`config.mk`:
```
export PLATFORM = sky130hd
export DESIGN_NAME = alu_issue_ctrl
export DESIGN_NICKNAME = d
export VERILOG_FILES = /design/src/rtl/alu_pkg.sv /design/src/rtl/regfile_8x16.sv /design/src/rtl/alu_issue_ctrl.sv
export SDC_FILE = /design/constraint.sdc
export NUM_CORES = 1
export LEC_CHECK = 0
export ABC_AREA = 1
export BUFFER_PORTS_ARGS = -buffer_cell sky130_fd_sc_hd__buf_2
export CORE_ASPECT_RATIO = 1.75
export CORE_UTILIZATION = 45
export CTS_BUF_LIST = sky130_fd_sc_hd__clkbuf_16
export DETAILED_ROUTE_END_ITERATION = 8
export SYNTH_ARGS = -nofsm -noshare
export SYNTH_HDL_FRONTEND = slang
export SYNTH_SLANG_ARGS = --single-unit
```
`constraint.sdc`:
```
create_clock -name clk -period 2.7 [get_ports clk]
set_input_delay 0.27 -clock clk [delete_from_list [all_inputs] [get_ports clk]]
set_output_delay 0.27 -clock clk [all_outputs]
set_load 0.05 [all_outputs]
```
`src/rtl/alu_pkg.sv`:
```
// Shared constants for the ALU issue controller: opcode encodings,
// FSM state encoding and the opcode legality helper.
package alu_pkg;

  localparam logic [2:0] OP_AND = 3'b000;
  localparam logic [2:0] OP_OR  = 3'b001;
  localparam logic [2:0] OP_ADD = 3'b010;
  localparam logic [2:0] OP_SUB = 3'b110;
  localparam logic [2:0] OP_SLT = 3'b111;

  typedef enum logic [1:0] {
    IDLE      = 2'd0,
    ISSUE     = 2'd1,
    CAPTURE   = 2'd2,
    WRITEBACK = 2'd3
  } state_t;

  // 011, 100 and 101 are undefined; everything else maps to an ALU function.
  function automatic logic op_is_legal(input logic [2:0] op);
    logic legal;
    case (op)
      OP_AND, OP_OR, OP_ADD, OP_SUB, OP_SLT: legal = 1'b1;
      default:                               legal = 1'b0;
    endcase
    return legal;
  endfunction

endpackage

```
`src/rtl/regfile_8x16.sv`:
```
// Register file: two combinational read ports, one synchronous write port,
// register 0 hardwired to zero, synchronous clear of every entry.
module regfile_8x16 #(
  parameter int DATA_W = 16,
  parameter int REG_AW = 3
) (
  input  logic              clk,
  input  logic              i_clr,
  input  logic              i_we,
  input  logic [REG_AW-1:0] i_waddr,
  input  logic [DATA_W-1:0] i_wdata,
  input  logic [REG_AW-1:0] i_raddr_a,
  output logic [DATA_W-1:0] o_rdata_a,
  input  logic [REG_AW-1:0] i_raddr_b,
  output logic [DATA_W-1:0] o_rdata_b
);

  localparam int NREG = 1 << REG_AW;

  logic [DATA_W-1:0] r_mem [NREG];

  // Storage update: clear wins over write; writes to entry 0 are dropped.
  always_ff @(posedge clk) begin
    if (i_clr) begin
      for (int i = 0; i < NREG; i++) begin
        r_mem[i] <= {DATA_W{1'b0}};
      end
    end else if (i_we && (i_waddr != {REG_AW{1'b0}})) begin
      r_mem[i_waddr] <= i_wdata;
    end
  end

  assign o_rdata_a = (i_raddr_a == {REG_AW{1'b0}}) ? {DATA_W{1'b0}} : r_mem[i_raddr_a];
  assign o_rdata_b = (i_raddr_b == {REG_AW{1'b0}}) ? {DATA_W{1'b0}} : r_mem[i_raddr_b];

endmodule

```
`src/rtl/alu_issue_ctrl.sv`:
```
// ALU issue controller: accepts one instruction at a time, drives an
// external ALU from the register file, captures its result and flags and
// writes the result back. One instruction occupies four cycles.
module alu_issue_ctrl
  import alu_pkg::*;
#(
  parameter int DATA_W = 16,
  parameter int REG_AW = 3
) (
  input  logic              clk,
  input  logic              rst,
  input  logic              instr_valid,
  input  logic [15:0]       instr,
  output logic              instr_ready,
  output logic [DATA_W-1:0] alu_x,
  output logic [DATA_W-1:0] alu_y,
  output logic [2:0]        alu_op,
  output logic              alu_cin,
  input  logic [DATA_W-1:0] alu_out,
  input  logic              alu_cout,
  output logic              wb_valid,
  output logic [REG_AW-1:0] wb_addr,
  output logic [DATA_W-1:0] wb_data,
  output logic              flag_lt,
  output logic              flag_eq,
  output logic              flag_gt,
  output logic              flag_c,
  output logic              illegal
);

  state_t r_state;
  state_t w_state_nxt;

  logic [2:0]        w_op;
  logic [REG_AW-1:0] w_rd;
  logic [REG_AW-1:0] w_rs;
  logic [REG_AW-1:0] w_rt;
  logic              w_accept;
  logic              w_unused_bits;
  logic [DATA_W-1:0] w_rdata_x;
  logic [DATA_W-1:0] w_rdata_y;
  logic              w_we;

  logic              r_legal;
  logic [REG_AW-1:0] r_rd;
  logic [DATA_W-1:0] r_alu_x;
  logic [DATA_W-1:0] r_alu_y;
  logic [2:0]        r_alu_op;
  logic              r_alu_cin;
  logic              r_wb_valid;
  logic [REG_AW-1:0] r_wb_addr;
  logic [DATA_W-1:0] r_wb_data;
  logic              r_flag_lt;
  logic              r_flag_eq;
  logic              r_flag_gt;
  logic              r_flag_c;
  logic              r_illegal;

  // Instruction field decode; the low nibble carries no meaning.
  assign w_op          = instr[15:13];
  assign w_rd          = REG_AW'(instr[12:10]);
  assign w_rs          = REG_AW'(instr[9:7]);
  assign w_rt          = REG_AW'(instr[6:4]);
  assign w_unused_bits = ^instr[3:0];

  assign instr_ready = (r_state == IDLE);
  assign w_accept    = instr_valid && instr_ready;

  // Result is committed during the writeback cycle, so operands read for
  // the next instruction (accepted no earlier than the following cycle)
  // already see it, and operands of the current one were read before it.
  assign w_we = (r_state == WRITEBACK);

  regfile_8x16 #(
    .DATA_W (DATA_W),
    .REG_AW (REG_AW)
  ) u_regfile (
    .clk       (clk),
    .i_clr     (rst),
    .i_we      (w_we),
    .i_waddr   (r_wb_addr),
    .i_wdata   (r_wb_data),
    .i_raddr_a (w_rs),
    .o_rdata_a (w_rdata_x),
    .i_raddr_b (w_rt),
    .o_rdata_b (w_rdata_y)
  );

  // FSM state register.
  always_ff @(posedge clk) begin
    if (rst) begin
      r_state <= IDLE;
    end else begin
      r_state <= w_state_nxt;
    end
  end

  // FSM next-state decode; an illegal opcode leaves ISSUE straight to IDLE.
  always_comb begin
    w_state_nxt = r_state;
    case (r_state)
      IDLE: begin
        if (w_accept) begin
          w_state_nxt = ISSUE;
        end else begin
          w_state_nxt = IDLE;
        end
      end
      ISSUE: begin
        if (r_legal) begin
          w_state_nxt = CAPTURE;
        end else begin
          w_state_nxt = IDLE;
        end
      end
      CAPTURE:   w_state_nxt = WRITEBACK;
      WRITEBACK: w_state_nxt = IDLE;
      default:   w_state_nxt = IDLE;
    endcase
  end

  // Datapath: latch the instruction and operands on accept, capture the
  // ALU result and flags, and generate the writeback / illegal pulses.
  always_ff @(posedge clk) begin
    if (rst) begin
      r_legal    <= 1'b0;
      r_rd       <= {REG_AW{1'b0}};
      r_alu_x    <= {DATA_W{1'b0}};
      r_alu_y    <= {DATA_W{1'b0}};
      r_alu_op   <= 3'b000;
      r_alu_cin  <= 1'b0;
      r_wb_valid <= 1'b0;
      r_wb_addr  <= {REG_AW{1'b0}};
      r_wb_data  <= {DATA_W{1'b0}};
      r_flag_lt  <= 1'b0;
      r_flag_eq  <= 1'b0;
      r_flag_gt  <= 1'b0;
      r_flag_c   <= 1'b0;
      r_illegal  <= 1'b0;
    end else begin
      r_wb_valid <= 1'b0;
      r_illegal  <= 1'b0;
      case (r_state)
        IDLE: begin
          if (w_accept) begin
            r_rd    <= w_rd;
            r_legal <= op_is_legal(w_op);
            if (op_is_legal(w_op)) begin
              r_alu_x   <= w_rdata_x;
              r_alu_y   <= w_rdata_y;
              r_alu_op  <= w_op;
              r_alu_cin <= (w_op == OP_SUB);
            end else begin
              r_illegal <= 1'b1;
            end
          end
        end
        CAPTURE: begin
          r_wb_data  <= alu_out;
          r_wb_addr  <= r_rd;
          r_wb_valid <= 1'b1;
          r_flag_c   <= alu_cout;
          r_flag_lt  <= ($signed(r_alu_x) <  $signed(r_alu_y));
          r_flag_eq  <= (r_alu_x == r_alu_y);
          r_flag_gt  <= ($signed(r_alu_x) >  $signed(r_alu_y));
        end
        default: begin
        end
      endcase
    end
  end

  assign alu_x    = r_alu_x;
  assign alu_y    = r_alu_y;
  assign alu_op   = r_alu_op;
  assign alu_cin  = r_alu_cin;
  assign wb_valid = r_wb_valid;
  assign wb_addr  = r_wb_addr;
  assign wb_data  = r_wb_data;
  assign flag_lt  = r_flag_lt;
  assign flag_eq  = r_flag_eq;
  assign flag_gt  = r_flag_gt;
  assign flag_c   = r_flag_c;
  assign illegal  = r_illegal;

endmodule

```
# Yosys cells after proc, flatten, opt, wreduce, memory -nomap -nowiden
# Memory sizes are Yosys's and may differ from the RTL's.
# Index checks and enable logic that the tools add are counted.
# classes
order_cmp	2
n_eq_ne	8
muxes	19
n_bitwise	2
n_reduce_logical	12
# ops
operator	n
16-bit two-way mux	3
16-bit equality test	1
16-bit greater-than comparator	1
16-bit < comparator	1
16-bit OR reduction	1
1-bit two-way mux	13
3-bit zero test	3
2-bit one-hot mux with 4 select lines	1
3-bit equality test, second input constant	2
5-bit OR reduction	1
2-bit equality test, second input constant	2
3-bit by 1-bit equality test with 1-bit output, second input constant	1
3-bit by 2-bit equality test with 1-bit output, second input constant	1
3-bit two-way mux	1
3-bit AND reduction	1
3-bit nonzero test	1
3-bit OR reduction	1
2-bit by 1-bit equality test with 1-bit output, second input constant	1
1-bit logical AND	2
2-bit zero test	1
2-bit two-way mux	1
1-bit inverter	2
2-bit AND reduction	1
# word_totals
reg_bits	67
ram_bits	128
input_bits	36
output_inout_bits	62
wordCells	59
memories	1
# mem_list
name	words	word_bits	rd	rd_clocked_by_memory_dff	write_ports	line	rtl
u_regfile.r_mem	8	16	2	0	8	regfile_8x16.sv:20	logic [DATA_W-1:0] r_mem [NREG];

# Logic depth before layout (Yosys ltp)
# Gate-level depths: netlist (run 1).
# depth
ltp_word	7
depth_mapped	15
depth_no_buf	15

# Hierarchy
# Synthesis (run 1) repeated with hierarchy kept, for this count alone.
# hier_totals
cells_unflattened	1320
area_unflattened_um2	10237.3
# by_module_without_submodules
module	instances	cells_per_inst	area_per_inst_um2	seq_area_each_um2
regfile_8x16	1	970	7463.4	3843.7
alu_issue_ctrl	1	350	2773.9	1341.3

# Worst setup path after synthesis (run 1)
# No wires, ideal clock.
# synth_timing
path_kind	register -> register
from	reg r_wb_addr[0] (netlist: wb_addr[0])
to	mem u_regfile.r_mem[1][0] (enable)
setup_ns	0.372
arrival_ns	1.870
required_time_ns	2.328
slack_ns	0.458
path_stages_with_launch	6
n_path_buf	1
period_less_slack_ns	2.242
cell_sequence	dfxtp_1 > inv_1 > nor4_4 > nand3_2 > buf_2 > nand2_1
# synth_lines
item	line	rtl
from (decl)	alu_issue_ctrl.sv:51	logic [REG_AW-1:0] r_wb_addr;
from (signal assigned)	alu_issue_ctrl.sv:133	r_wb_addr <= {REG_AW{1'b0}};
from (signal assigned)	alu_issue_ctrl.sv:160	r_wb_addr <= r_rd;
to (decl)	regfile_8x16.sv:20	

# Worst setup path after layout (run 1)
# layout_timing
from	reg r_state[0]
to	reg r_alu_y[10] (netlist: alu_y[10])
# layout_between
elab_chain_cells	3
# layout_rtl
item	line	rtl
from (decl)	alu_issue_ctrl.sv:31	state_t r_state;
from (signal assigned)	alu_issue_ctrl.sv:94	r_state <= w_state_nxt;
2-bit zero test *	alu_issue_ctrl.sv:66, alu_issue_ctrl.sv:143	
1-bit logical AND	alu_issue_ctrl.sv:67	assign w_accept = instr_valid && instr_ready;
3-bit AND reduction (no source line) *	n/a	
to (signal assigned)	alu_issue_ctrl.sv:129	r_alu_y <= {DATA_W{1'b0}};
to (signal assigned)	alu_issue_ctrl.sv:150	r_alu_y <= w_rdata_y;
to (decl)	alu_issue_ctrl.sv:47	logic [DATA_W-1:0] r_alu_y;
# Every way passes the cells marked *; elsewhere a longest branch is shown, timed or not.
# A chain may end at the register's enable or synchronous reset.

==> results of run 1 <==
## cell usage in the layout, fill, tap and decap left out, drive strengths merged, types with 6 or more instances in the layout
master	n
clkbuf	19
clkinv	8
ha	16
dfxtp	67
edfxtp	112
nand2	133
o21ai	117
nor2	167
buf	131
a41oi	6
o211ai	21
inv	98
a21oi	113
nand3	67
## layout make-up
type                       count  area (sq um)  share of cell area [%]
clock buffer                  19           475                    4.82
clock inverter                13          97.6                   0.990
inverter                      94           353                    3.58
multi-input combinational    654          3170                    32.1
sequential                   179          4700                    47.7
tap                          238           298                    3.02
timing repair buffer         131           763                    7.74
## sequential cells by signal (all words and copies together) (netlist names), named ones only
name	cells
alu_cin	1
alu_op	3
alu_x	16
alu_y	16
flag_c	1
flag_eq	1
flag_gt	1
flag_lt	1
illegal	1
r_legal	1
r_rd	3
r_state	1
u_regfile.r_mem	112
wb_addr	3
wb_data	16
wb_valid	1
## how the worst min path moves through the flow
stage	startpoint	endpoint
2_1_floorplan	instr[14]	alu_op[1]$_SDFFE_PP0P_
4_1_cts	alu_cout	flag_c$_SDFFE_PP0P_
3_3_place_gp	alu_cin$_SDFFE_PP0P_	alu_cin$_SDFFE_PP0P_
6_report	alu_cout	flag_c$_SDFFE_PP0P_
5_1_grt	alu_cout	flag_c$_SDFFE_PP0P_
3_5_place_dp	flag_gt$_SDFFE_PP0P_	flag_gt$_SDFFE_PP0P_
## stage by stage
stage          power (W)  cell area [sq um]  worst slack, ps
2_1_floorplan    0.00370               8490              458
3_3_place_gp     0.00399               9290              747
3_5_place_dp     0.00400               9290              763
4_1_cts          0.00636               9860              745
5_1_grt          0.00655               9860              566
6_report         0.00634               9860              748
## cell usage after synthesis
cell / count
sky130_fd_sc_hd__o21ai_1: 1
sky130_fd_sc_hd__nor3_2: 1
sky130_fd_sc_hd__inv_1: 91
sky130_fd_sc_hd__o32ai_1: 3
sky130_fd_sc_hd__ha_1: 16
sky130_fd_sc_hd__a21o_1: 1
sky130_fd_sc_hd__o21ai_0: 116
sky130_fd_sc_hd__buf_2: 19
sky130_fd_sc_hd__buf_4: 1
sky130_fd_sc_hd__buf_6: 1
sky130_fd_sc_hd__a31oi_1: 1
sky130_fd_sc_hd__nor2_4: 1
sky130_fd_sc_hd__o211ai_1: 21
sky130_fd_sc_hd__clkbuf_1: 33
sky130_fd_sc_hd__nor3_1: 1
sky130_fd_sc_hd__a41oi_1: 6
sky130_fd_sc_hd__nand4_1: 1
sky130_fd_sc_hd__o21a_1: 1
sky130_fd_sc_hd__nand3_2: 1
sky130_fd_sc_hd__nor2_2: 1
sky130_fd_sc_hd__nand3_1: 66
sky130_fd_sc_hd__inv_2: 2
sky130_fd_sc_hd__buf_1: 5
sky130_fd_sc_hd__clkinv_1: 1
sky130_fd_sc_hd__dfxtp_1: 67
sky130_fd_sc_hd__nor2_1: 165
sky130_fd_sc_hd__a21oi_1: 113
sky130_fd_sc_hd__clkbuf_2: 1
sky130_fd_sc_hd__o22ai_1: 1
sky130_fd_sc_hd__nand2_1: 129
sky130_fd_sc_hd__nand2_2: 4
sky130_fd_sc_hd__o221ai_1: 3
sky130_fd_sc_hd__edfxtp_1: 112
sky130_fd_sc_hd__nor4_4: 1
## worst max-delay path: stages, from the launching register on
cell	delay, ps
sky130_fd_sc_hd__dfxtp_1	330
sky130_fd_sc_hd__nor2_1	190
sky130_fd_sc_hd__nand2_2	160
sky130_fd_sc_hd__nor2_4	580
sky130_fd_sc_hd__inv_2	350
sky130_fd_sc_hd__nand2_1	130
sky130_fd_sc_hd__a21oi_1	70
## logic make-up (layout without fill, tap and decap cells)
logic type	Yosys count	after routing
and+or+nand+nor	371	371
DFF	179	179
adders and majority gates	16	16
AOI/OAI and AO/OA	267	267
buffers and inverters	154	257
## where the power goes
part	internal [W]	switching [W]	total, W
combinational	0.000235	0.000636	0.000872
sequential	0.00301	0.0000647	0.00307
clock	0.00130	0.00110	0.00240
## routing by layer
metal / global-route usage, % / vias up / wire length, um
met5: 0 / - / 0
met4: 13.8 / 0 / 1120
met3: 4.54 / 67 / 1620
met2: 48.0 / 299 / 13300
met1: 31.4 / 3510 / 9980
li1: - / 3529 / -
==> PnR_summary.wiki, run 1 <==
{| class="wikitable"
! Metric !! Value
|-
| Run status || finished with violations
|-
| Violated checks || design-rule violations
|-
| Root buffer cell || sky130_fd_sc_hd__clkbuf_16
|-
| Core box area || 18,500 sq um
|-
| Residual antenna-violating net count after detailed routing || 0
|-
| Layout filler cell count || 1,798
|-
| I/O Pins || 98
|-
| Number of buffers inserted by hold repair at cts || 0
|-
| Total leakage power || 3.87 nW
|-
| ANT cells || 0
|-
| Post-synthesis area per instance || 8.60 sq um
|-
| Clk slew on worst S/H paths || 70 ps
|-
| Post_cts resized || 0
|-
| Clk Latency, worst-skew pair || 440 ps
|-
| Input/output buffers || 93
|-
| Worst slew pin tran || 908 ps
|-
| Placement row count || 66
|-
| Via count of the first global-routing pass || 6,888
|-
| RSZ-0062 raised after global routing || false
|-
| Share of the synthesized area in the top cell type || 39.6%
|-
| Number of instances in the synthesized netlist || 987
|-
| Maximum number of pins on one net before global-route repair || 65
|-
| Overflow left after global routing || 0
|-
| Worst r2r path cells || 6
|-
| Combinational family with the most area after synthesis || simple AND/OR/NAND/NOR gates
|-
| Wire length after detailed routing || 26.1 mm
|-
| Horizontal die dimension || 106 um
|-
| Detailed-router iteration count before antenna repair || 7
|-
| Post-Synth XOR/XNOR Area || 0%
|-
| DIE AREA || 19,400 sq um
|-
| Overall global routing resource usage || 27.2%
|-
| Mux contribution to synthesized area || 0%
|-
| YS warnings || 0
|-
| Synthesized-area fraction occupied by ao, oa, aoi and oai cells || 17.0%
|-
| Required arrival time at the worst endpoint || 3010 ps
|-
| Cell area power density || 643 nW/um^2
|-
| Post-synthesis adder-cell area fraction || 2.36%
|-
| Highest achievable clock rate || 512 MHz
|-
| Final number of hold-violating endpoints || 0
|-
| Post-Synth Simple-Gate Area || 18.0%
|-
| Number of max-cap violations || 0
|-
| Count of nets after finishing || 1,129
|-
| CTS tree || done
|-
| Number of clock sinks || 179
|-
| Detail-routed net length per standard cell || 19.6 um
|-
| Number of max-slew violations in the final report || 0
|-
| Worst slew margin || 39.4%
|-
| Worst reg-to-reg setup slack || 750 ps
|-
| Area overhead of the layout relative to synthesis || 16.2%
|-
| Worst min path class || in2reg
|-
| Worst hold margin || 54.1 ps
|-
| Clk_skew || 9.43 ps
|-
| Synthesized area || 8490 sq um
|-
| Total number of H-tree levels || 4
|-
| Initial antenna violation count || 0
|-
| Number of nets produced by synthesis || 1,039
|-
| Gp weighted congestion || 0.898
|-
| Peak fanout along the critical path || 25
|-
| Origin of the worst setup path || r_state[0]$_SDFF_PP0_
|-
| Sequential share of the synthesized area || 55.4%
|-
| First-pass GRT wire length || 38.5 mm
|-
| Vias per std cell || 5.58
|-
| CP Capture Type || flop
|-
| Final min period || 1950 ps
|-
| Total negative slack for setup checks || 0 ps
|-
| Final standard cell utilization of the core || 53.3%
|-
| Arr. time, crit path || 2260 ps
|-
| Startpoint types || flop
|-
| Final number of setup-violating endpoints || 0
|-
| Start of the worst register-to-register path || r_state[0]$_SDFF_PP0_
|-
| Num CTS Buffers || 17
|-
| DRC Markers || 2
|-
| Worst Setup EP || alu_y[10]$_SDFFE_PP0P_
|-
| Ratio of cells with drive above 1 in the final layout || 15.8%
|-
| Worst supply voltage drop on vdd || 0.000328 V
|-
| Number of vias in the routed layout || 7,405
|-
| Non-filler instance count after layout || 1,328
|-
| Number of cells after detailed placement || 1,296
|-
| Seq cells post-synth || 179
|-
| Worst hold path stage count || 3
|-
| Deepest clock path buffer count || 2
|-
| Hpwl dp || 17.3 mm
|-
| Chip Height || 184 um
|-
| Starting Density || 45.9%
|-
| Most area-consuming cells after synthesis || sky130_fd_sc_hd__edfxtp_1, sky130_fd_sc_hd__dfxtp_1, sky130_fd_sc_hd__nor2_1
|-
| Post-CTS Repair Setup Buffers || 0
|-
| Capture instance of the worst register-to-register path || alu_y[10]$_SDFFE_PP0P_
|-
| Fin crit share || 72.3%
|-
| Cell type with the highest aggregate area in the netlist || sky130_fd_sc_hd__edfxtp_1
|-
| Critical path start-end classification || reg2reg
|-
| Detailed router's first-iteration violation count || 717
|-
| Yosys cell types || 34
|}
Power figures use the tool's default switching activity.
==> inputs of run 2 (changes only) <==
Settings changed: ABC_AREA 1 to 0.
Clock period 2.7 ns to 1.8 ns, I/O delays scaled along.
==> run 2 against run 1 <==
Against the previous run:
- the run ends with negative setup slack left
- sequential power increased by 49%
- critical path depth stayed put
- area after synthesis increased by 4.1%
==> PnR_summary.wiki, run 2 <==
{| class="wikitable"
! Metric !! Value
|-
| Detailed-routing wirelength on met1 || 8.67 mm (was 9.98 mm)
|-
| Number of clock sinks || 179 (unchanged)
|-
| DRC Markers || 0 (was 2)
|-
| Worst setup slack before clock tree synthesis || -90.9 ps (was 763 ps)
|-
| Detail-routed net length per standard cell || 18.6 um (was 19.6 um)
|-
| Initial antenna violation count || 0 (unchanged)
|-
| Horizontal die dimension || 108 um (was 106 um)
|-
| Run status || finished with violations (unchanged)
|-
| Number of vias in the routed layout || 6,479 (was 7,405)
|-
| Number of max-cap violations || 0 (unchanged)
|-
| Cell area power density || 875 nW/um^2 (was 643 nW/um^2)
|-
| Number of cells after detailed placement || 1,126 (was 1,296)
|-
| Final number of setup-violating endpoints || 1 (was 0)
|-
| Final number of hold-violating endpoints || 0 (unchanged)
|-
| Num CTS Buffers || 17 (unchanged)
|-
| Highest achievable clock rate || 551 MHz (was 512 MHz)
|-
| Share of power burned in registers || 47.4% (was 48.4%)
|-
| Chip Height || 187 um (was 184 um)
|-
| Violated checks || negative setup slack (was design-rule violations)
|-
| Overflow left after global routing || 0 (unchanged)
|-
| Total number of H-tree levels || 4 (unchanged)
|-
| Proportion of power drawn by combinational gates || 13.6% (was 13.7%)
|-
| CP Capture Type || flop (unchanged)
|-
| Input/output buffers || 93 (unchanged)
|-
| Cell type with the highest aggregate area in the netlist || sky130_fd_sc_hd__edfxtp_1 (unchanged)
|-
| Gp weighted congestion || 0.856 (was 0.898)
|-
| Clk slew on worst S/H paths || 70 ps (about the same)
|-
| First-pass GRT wire length || 34.6 mm (was 38.5 mm)
|-
| Residual antenna-violating net count after detailed routing || 0 (unchanged)
|-
| Net load switching power || 0.00251 W (was 0.00180 W)
|-
| Worst supply voltage drop on vdd || 0.000567 V (was 0.000328 V)
|-
| Clock power frac || 39.0% (was 37.8%)
|-
| Total internal power || 0.00711 W (was 0.00454 W)
|-
| DIE AREA || 20,200 sq um (was 19,400 sq um)
|-
| Final min period || 1810 ps (was 1950 ps)
|-
| Worst hold margin || 34.9 ps (was 54.1 ps)
|-
| Hpwl dp || 15.6 mm (was 17.3 mm)
|-
| Post-synthesis area per instance || 11.1 sq um (was 8.60 sq um)
|-
| Seq cells post-synth || 179 (unchanged)
|-
| Met3 layer wire length in the routed design || 768 um (was 1.62 mm)
|-
| Switch share || 26.1% (was 28.4%)
|-
| Worst min path class || in2reg (unchanged)
|-
| Flip-flop count of the largest register, all copies and words added || 112 (unchanged)
|-
| Required arrival time at the worst endpoint || 2160 ps (was 3010 ps)
|-
| Leading cell types in the layout, fill and taps excluded || sky130_fd_sc_hd__nand2_1, sky130_fd_sc_hd__and2_1, sky130_fd_sc_hd__edfxtp_1 (was sky130_fd_sc_hd__nor2_1, sky130_fd_sc_hd__nand2_1, sky130_fd_sc_hd__o21ai_0)
|-
| Core box area || 19,200 sq um (was 18,500 sq um)
|-
| ANT cells || 0 (unchanged)
|-
| Synthesized area || 8840 sq um (was 8490 sq um)
|-
| Maximum number of pins on one net before global-route repair || 76 (was 65)
|-
| Root buffer cell || sky130_fd_sc_hd__clkbuf_16 (unchanged)
|-
| I/O Pins || 98 (unchanged)
|-
| YS warnings || 0 (unchanged)
|-
| Detailed router's first-iteration violation count || 358 (was 717)
|-
| Area overhead of the layout relative to synthesis || 24.5% (was 16.2%)
|-
| Share of the synthesized area in the top cell type || 38.1% (was 39.6%)
|-
| Placement row count || 67 (was 66)
|-
| Wire length after detailed routing || 22.0 mm (was 26.1 mm)
|-
| Sequential share of the synthesized area || 53.2% (was 55.4%)
|-
| Most area-consuming cells after synthesis || sky130_fd_sc_hd__edfxtp_1, sky130_fd_sc_hd__dfxtp_1, sky130_fd_sc_hd__mux4_2 (was sky130_fd_sc_hd__edfxtp_1, sky130_fd_sc_hd__dfxtp_1, sky130_fd_sc_hd__nor2_1)
|-
| Synth Flop Type || sky130_fd_sc_hd__edfxtp_1 (unchanged)
|-
| Detailed-router iteration count before antenna repair || 5 (was 7)
|-
| Routed wire length on met2 || 12.0 mm (was 13.3 mm)
|-
| Non-filler instance count after layout || 1,183 (was 1,328)
|-
| Most common cell after layout, fill and taps aside || sky130_fd_sc_hd__nand2_1 (was sky130_fd_sc_hd__nor2_1)
|-
| Fin crit share || 101% (was 72.3%)
|-
| Yosys cell types || 49 (was 34)
|-
| Count of nets after finishing || 981 (was 1,129)
|-
| Synth cell count leaders || sky130_fd_sc_hd__nand2_1, sky130_fd_sc_hd__and2_1, sky130_fd_sc_hd__edfxtp_1 (was sky130_fd_sc_hd__nor2_1, sky130_fd_sc_hd__nand2_1, sky130_fd_sc_hd__o21ai_0)
|-
| Startpoint types || flop (unchanged)
|-
| Arr. time, crit path || 2170 ps (was 2260 ps)
|-
| Overall global routing resource usage || 22.8% (was 27.2%)
|-
| Worst slew margin || 75.3% (was 39.4%)
|-
| Critical path start-end classification || reg2reg (unchanged)
|-
| Count of flip-flops with a built-in enable after synthesis || 112 (unchanged)
|-
| Vias per std cell || 5.48 (was 5.58)
|-
| Deepest clock path buffer count || 2 (unchanged)
|-
| Setup slack after layout || -13.4 ps (was 748 ps)
|-
| Number of instances in the synthesized netlist || 798 (was 987)
|-
| Ratio of cells with drive above 1 in the final layout || 35.2% (was 15.8%)
|-
| Total leakage power || 4.22 nW (was 3.87 nW)
|-
| Library cell with the highest instance count after synthesis || sky130_fd_sc_hd__nand2_1 (was sky130_fd_sc_hd__nor2_1)
|-
| Number of nets produced by synthesis || 850 (was 1,039)
|-
| FFs w/ async S/R, synth || 0% (unchanged)
|-
| Clk Latency, worst-skew pair || 430 ps (was 440 ps)
|-
| Worst slew pin tran || 370 ps (was 908 ps)
|-
| Clk_skew || 8.42 ps (was 9.43 ps)
|-
| Via count of the first global-routing pass || 6,533 (was 6,888)
|-
| CTS tree || done (unchanged)
|-
| Starting Density || 46.0% (was 45.9%)
|-
| Number of max-slew violations in the final report || 0 (unchanged)
|-
| Peak fanout along the critical path || 3 (was 25)
|-
| RSZ-0062 raised after global routing || true (was false)
|-
| Most flop-heavy register || u_regfile.r_mem (unchanged)
|-
| Top routing layer in use || met4 (unchanged)
|}
[run 2: cell count changes in the layout (fill, tap and decap cells not counted), moves of 28 or more]
cell	before	now
sky130_fd_sc_hd__nand2_1	129	157
sky130_fd_sc_hd__o21ai_0	116	34
sky130_fd_sc_hd__dfxtp_1	67	35
sky130_fd_sc_hd__mux4_2	0	32
sky130_fd_sc_hd__and2_1	0	113
sky130_fd_sc_hd__nor2_1	165	10
sky130_fd_sc_hd__a21oi_1	113	54
sky130_fd_sc_hd__nand3_1	66	1
sky130_fd_sc_hd__a22oi_1	0	29
sky130_fd_sc_hd__inv_1	92	6
sky130_fd_sc_hd__mux2_2	0	31
[run 2: repair_timing]
item                                    CTS  global route
gates cloned                              0             0
hold buffers                             21             0
pin swaps                                 6             6
resized for setup                         3             6
setup buffers                             2             2
endpoints found under the hold margin    21             0
endpoints found under the setup margin    2             2
[run 2: metal layers]
| metal | vias to the layer above | GRT usage, % |
|---|---|---|
| met2 | 201 | 41.1 |
| li1 | 3092 | - |
| met1 | 3150 | 26.3 |
| met3 | 36 | 3.34 |
| met4 | 0 | 9.80 |
| met5 | - | 0 |
[run 2: cell families after synthesis]
group,synth area share [%]
buf+inv,3.87
mux,12.2
compound gates,10.4
simple gates,18.0
fa+ha+maj,2.27
flops,53.2
[run 2: cell type report]
class,instances,area [sq um]
inverter,18,67.6
multi-input combinational,547,3990
timing repair buffer,166,1240
fill,1634,8190
clock buffer,17,425
tap,241,302
sequential,179,4810
clock inverter,15,168
[run 2: through the flow]
stage / util [%] / total power (W) / TNS (ps) / instance area [sq um]
2_1_floorplan: - / 0.00547 / -40.4 / 9070
3_3_place_gp: 52.6 / 0.00583 / -63.5 / 10100
3_5_place_dp: 52.6 / 0.00587 / -90.9 / 10100
4_1_cts: 57.0 / 0.00968 / 0 / 11000
5_1_grt: 57.3 / 0.00997 / -66.3 / 11000
6_report: 57.3 / 0.00963 / -13.4 / 11000
[run 2: final timing paths]
kind,depth (start not counted),startpoint,end,slack [ps]
worst min-delay path,3,instr[14],alu_op[1]$_SDFFE_PP0P_,30
worst max-delay path,6,alu_x[12]$_SDFFE_PP0P_,flag_gt$_SDFFE_PP0P_,-10
worst min register to register,2,flag_eq$_SDFFE_PP0P_,flag_eq$_SDFFE_PP0P_,460
worst max register to register,6,alu_x[12]$_SDFFE_PP0P_,flag_gt$_SDFFE_PP0P_,-10
[run 2: worst max-delay path: stages, from the launching register on]
cell and delay (ps):
sky130_fd_sc_hd__dfxtp_4 360, sky130_fd_sc_hd__ha_4 230, sky130_fd_sc_hd__and4_4 210, sky130_fd_sc_hd__a41oi_4 230, sky130_fd_sc_hd__a211oi_2 80, sky130_fd_sc_hd__or4_1 500
sky130_fd_sc_hd__o21ai_1 140
[run 2: power groups by stage]
stage	Combinational, W	Clock (W)	Sequential, W
finish	0.00131	0.00376	0.00456
global route	0.00141	0.00398	0.00458
CTS	0.00128	0.00384	0.00456
detailed placement	0.00122	0	0.00465
global placement	0.00120	0	0.00463
floorplan	0.000682	0	0.00479
==> inputs of run 3 (changes only) <==
Clock period 1.8 ns to 2.3 ns, I/O delays scaled along.
==> run 3 against run 2 <==
Against the previous run:
- the run now ends clean
- routed wire length is 3.5% lower
- final area is 7.5% lower
- critical path depth is 2 higher
- clock skew hardly changed
- non-clock buffer count is 44 lower
- flip-flop and latch count stayed put
- highest routed layer unchanged
- via count is 4.2% lower
==> PnR_summary.wiki, run 3 (same netlist as run 2, synthesis figures left out) <==
{| class="wikitable"
! Metric !! Value
|-
| I/O Pins || 98 (unchanged)
|-
| Delay contributed by the slowest stage of the critical path || 460 ps (was 500 ps)
|-
| Total leakage power || 3.91 nW (was 4.22 nW)
|-
| DIE AREA || 20,200 sq um (unchanged)
|-
| CP Capture Type || flop (unchanged)
|-
| Input/output buffers || 93 (unchanged)
|-
| Placement row count || 67 (unchanged)
|-
| Peak fanout along the critical path || 3 (unchanged)
|-
| Arr. time, crit path || 2450 ps (was 2170 ps)
|-
| Most flop-heavy register || u_regfile.r_mem (unchanged)
|-
| Highest achievable clock rate || 480 MHz (was 551 MHz)
|-
| Total negative slack for setup checks || 0 ps (was -13.4 ps)
|-
| Deepest clock path buffer count || 2 (unchanged)
|-
| Final number of setup-violating endpoints || 0 (was 1)
|-
| Post-CTS Repair Setup Buffers || 0 (was 2)
|-
| Post_cts resized || 0 (was 3)
|-
| Worst r2r path cells || 8 (was 6)
|-
| Cell area power density || 719 nW/um^2 (was 875 nW/um^2)
|-
| Worst hold margin || 31.6 ps (was 34.9 ps)
|-
| Number of buffers inserted by hold repair at cts || 0 (was 21)
|-
| Num CTS Buffers || 17 (unchanged)
|-
| Critical-path top delay cell || sky130_fd_sc_hd__or4_1 (unchanged)
|-
| Ratio of cells with drive above 1 in the final layout || 27.3% (was 35.2%)
|-
| Count of nets after finishing || 937 (was 981)
|-
| Sum of buffers and inverters on the critical path || 2 (was 0)
|-
| Clk slew on worst S/H paths || 70 ps (about the same)
|-
| Startpoint types || flop (unchanged)
|-
| Required arrival time at the worst endpoint || 2660 ps (was 2160 ps)
|-
| Initial antenna violation count || 0 (unchanged)
|-
| Total number of H-tree levels || 4 (unchanged)
|-
| Register area || 4700 sq um (was 4810 sq um)
|-
| Clk_skew || 8.37 ps (was 8.42 ps)
|-
| Vias per std cell || 5.45 (was 5.48)
|-
| Critical path start-end classification || reg2reg (unchanged)
|-
| Most common cell after layout, fill and taps aside || sky130_fd_sc_hd__nand2_1 (unchanged)
|-
| Final min period || 2080 ps (was 1810 ps)
|-
| Flip-flop count of the largest register, all copies and words added || 112 (unchanged)
|-
| Detailed-router iteration count before antenna repair || 5 (unchanged)
|-
| Number of max-slew violations in the final report || 0 (unchanged)
|-
| Multi-input logic area || 3790 sq um (was 3990 sq um)
|-
| Fin crit share || 90.6% (was 101%)
|-
| Overflow left after global routing || 0 (unchanged)
|-
| Worst hold path stage count || 3 (unchanged)
|-
| Crit. path cell count || 8 (was 6)
|-
| Cell breakdown of the critical path || inv_1, ha_1, nor2b_1, o31ai_1, buf_4, a211oi_1, or4_1, o21ai_1 (was ha_4, and4_4, a41oi_4, a211oi_2, or4_1, o21ai_1)
|-
| First-pass GRT wire length || 33.1 mm (was 34.6 mm)
|-
| Number of max-cap violations || 0 (unchanged)
|-
| Core box area || 19,200 sq um (unchanged)
|-
| Chip Height || 187 um (unchanged)
|-
| Horizontal die dimension || 108 um (unchanged)
|-
| Residual antenna-violating net count after detailed routing || 0 (unchanged)
|-
| Worst supply voltage drop on vdd || 0.000410 V (was 0.000567 V)
|-
| Layout filler cell count || 1,671 (was 1,634)
|-
| Overall global routing resource usage || 21.9% (was 22.8%)
|-
| Number of clock sinks || 179 (unchanged)
|-
| ANT cells || 0 (unchanged)
|-
| Gp weighted congestion || 0.912 (was 0.856)
|-
| Detailed router's first-iteration violation count || 372 (was 358)
|-
| Via count of the first global-routing pass || 6,340 (was 6,533)
|-
| CTS tree || done (unchanged)
|-
| Area overhead of the layout relative to synthesis || 15.1% (was 24.5%)
|-
| Wire length after detailed routing || 21.3 mm (was 22.0 mm)
|-
| Starting Density || 46.0% (unchanged)
|-
| Maximum number of pins on one net before global-route repair || 45 (was 76)
|-
| Worst slew margin || 55.9% (was 75.3%)
|-
| Final number of hold-violating endpoints || 0 (unchanged)
|-
| Worst min path class || in2reg (unchanged)
|-
| Clk Latency, worst-skew pair || 430 ps (about the same)
|-
| Detail-routed net length per standard cell || 18.7 um (was 18.6 um)
|-
| Hpwl dp || 15.5 mm (was 15.6 mm)
|-
| Run status || completed (was finished with violations)
|-
| Worst slew pin tran || 661 ps (was 370 ps)
|-
| Number of vias in the routed layout || 6,205 (was 6,479)
|-
| RSZ-0062 raised after global routing || false (was true)
|-
| Root buffer cell || sky130_fd_sc_hd__clkbuf_16 (unchanged)
|-
| Category of cells accounting for the largest share of critical-path delay || simple AND/OR/NAND/NOR gates (unchanged)
|-
| DRC Markers || 0 (unchanged)
|-
| Leading cell types in the layout, fill and taps excluded || sky130_fd_sc_hd__nand2_1, sky130_fd_sc_hd__and2_1, sky130_fd_sc_hd__edfxtp_1 (unchanged)
|}
==> run 3: changes by cell type in the layout (fill, tap and decap cells not counted), sizes merged <==
cell	previous run	this run
bufinv	2	1
clkinv	2	4
inv	27	28
clkinvlp	2	0
dlygate4sd3	21	0
buf	145	122
==> run 3: layer usage <==
layer  global-route usage (%)  wire length [um]
met1                     25.2              8510
met2                     39.6             11300
met3                     3.62               820
met4                     8.90               573
met5                        0                 0
==> run 3: report_power, final <==
group          internal (W)  switching [W]  leakage, nW  total, W
Clock               0.00155        0.00134        0.290   0.00289
Sequential          0.00351      0.0000765         1.70   0.00359
Combinational      0.000313       0.000532         1.92  0.000845
Total               0.00537        0.00195         3.91   0.00732
==> run 3: through the flow <==
step | total power, W | std cells | setup WS (ps) | area [sq um] | util, %
detailed placement | 0.00451 | 1107 | 193 | 9590 | 49.9
global route | 0.00757 | 1139 | 90.8 | 10200 | 53.0
CTS | 0.00738 | 1139 | 181 | 10200 | 53.0
finish | 0.00732 | 1139 | 217 | 10200 | 53.0
global placement | 0.00448 | 1107 | 204 | 9590 | 49.9
floorplan | 0.00425 | 798 | 185 | 8840 | -
==> run 3: worst paths after layout <==
| check | start | to | slack (ps) |
|---|---|---|---|
| worst max-delay path | alu_y[1]$_SDFFE_PP0P_ | flag_gt$_SDFFE_PP0P_ | 220 |
| worst min-delay path | alu_out[3] | wb_data[3]$_SDFFE_PP0P_ | 30 |
| worst max register to register | alu_y[1]$_SDFFE_PP0P_ | flag_gt$_SDFFE_PP0P_ | 220 |
| worst min register to register | flag_c$_SDFFE_PP0P_ | flag_c$_SDFFE_PP0P_ | 460 |
==> run 3: cell type report <==
class | count | area share, %
flip-flops and latches | 179 | 46.2
multi-input cells | 547 | 37.3
repair buffers | 122 | 7.08
clock buffers | 17 | 4.18
well taps | 241 | 2.96
clock inverters | 15 | 1.60
inverters | 18 | 0.664
==> run 3: worst min-delay path, delay by kind of cell <==
kind | cells | cell delay (ps)
buffers and inverters | 1 | 90
AO/OA/AOI/OAI | 1 | 50
AND/OR/NAND/NOR | 1 | 40
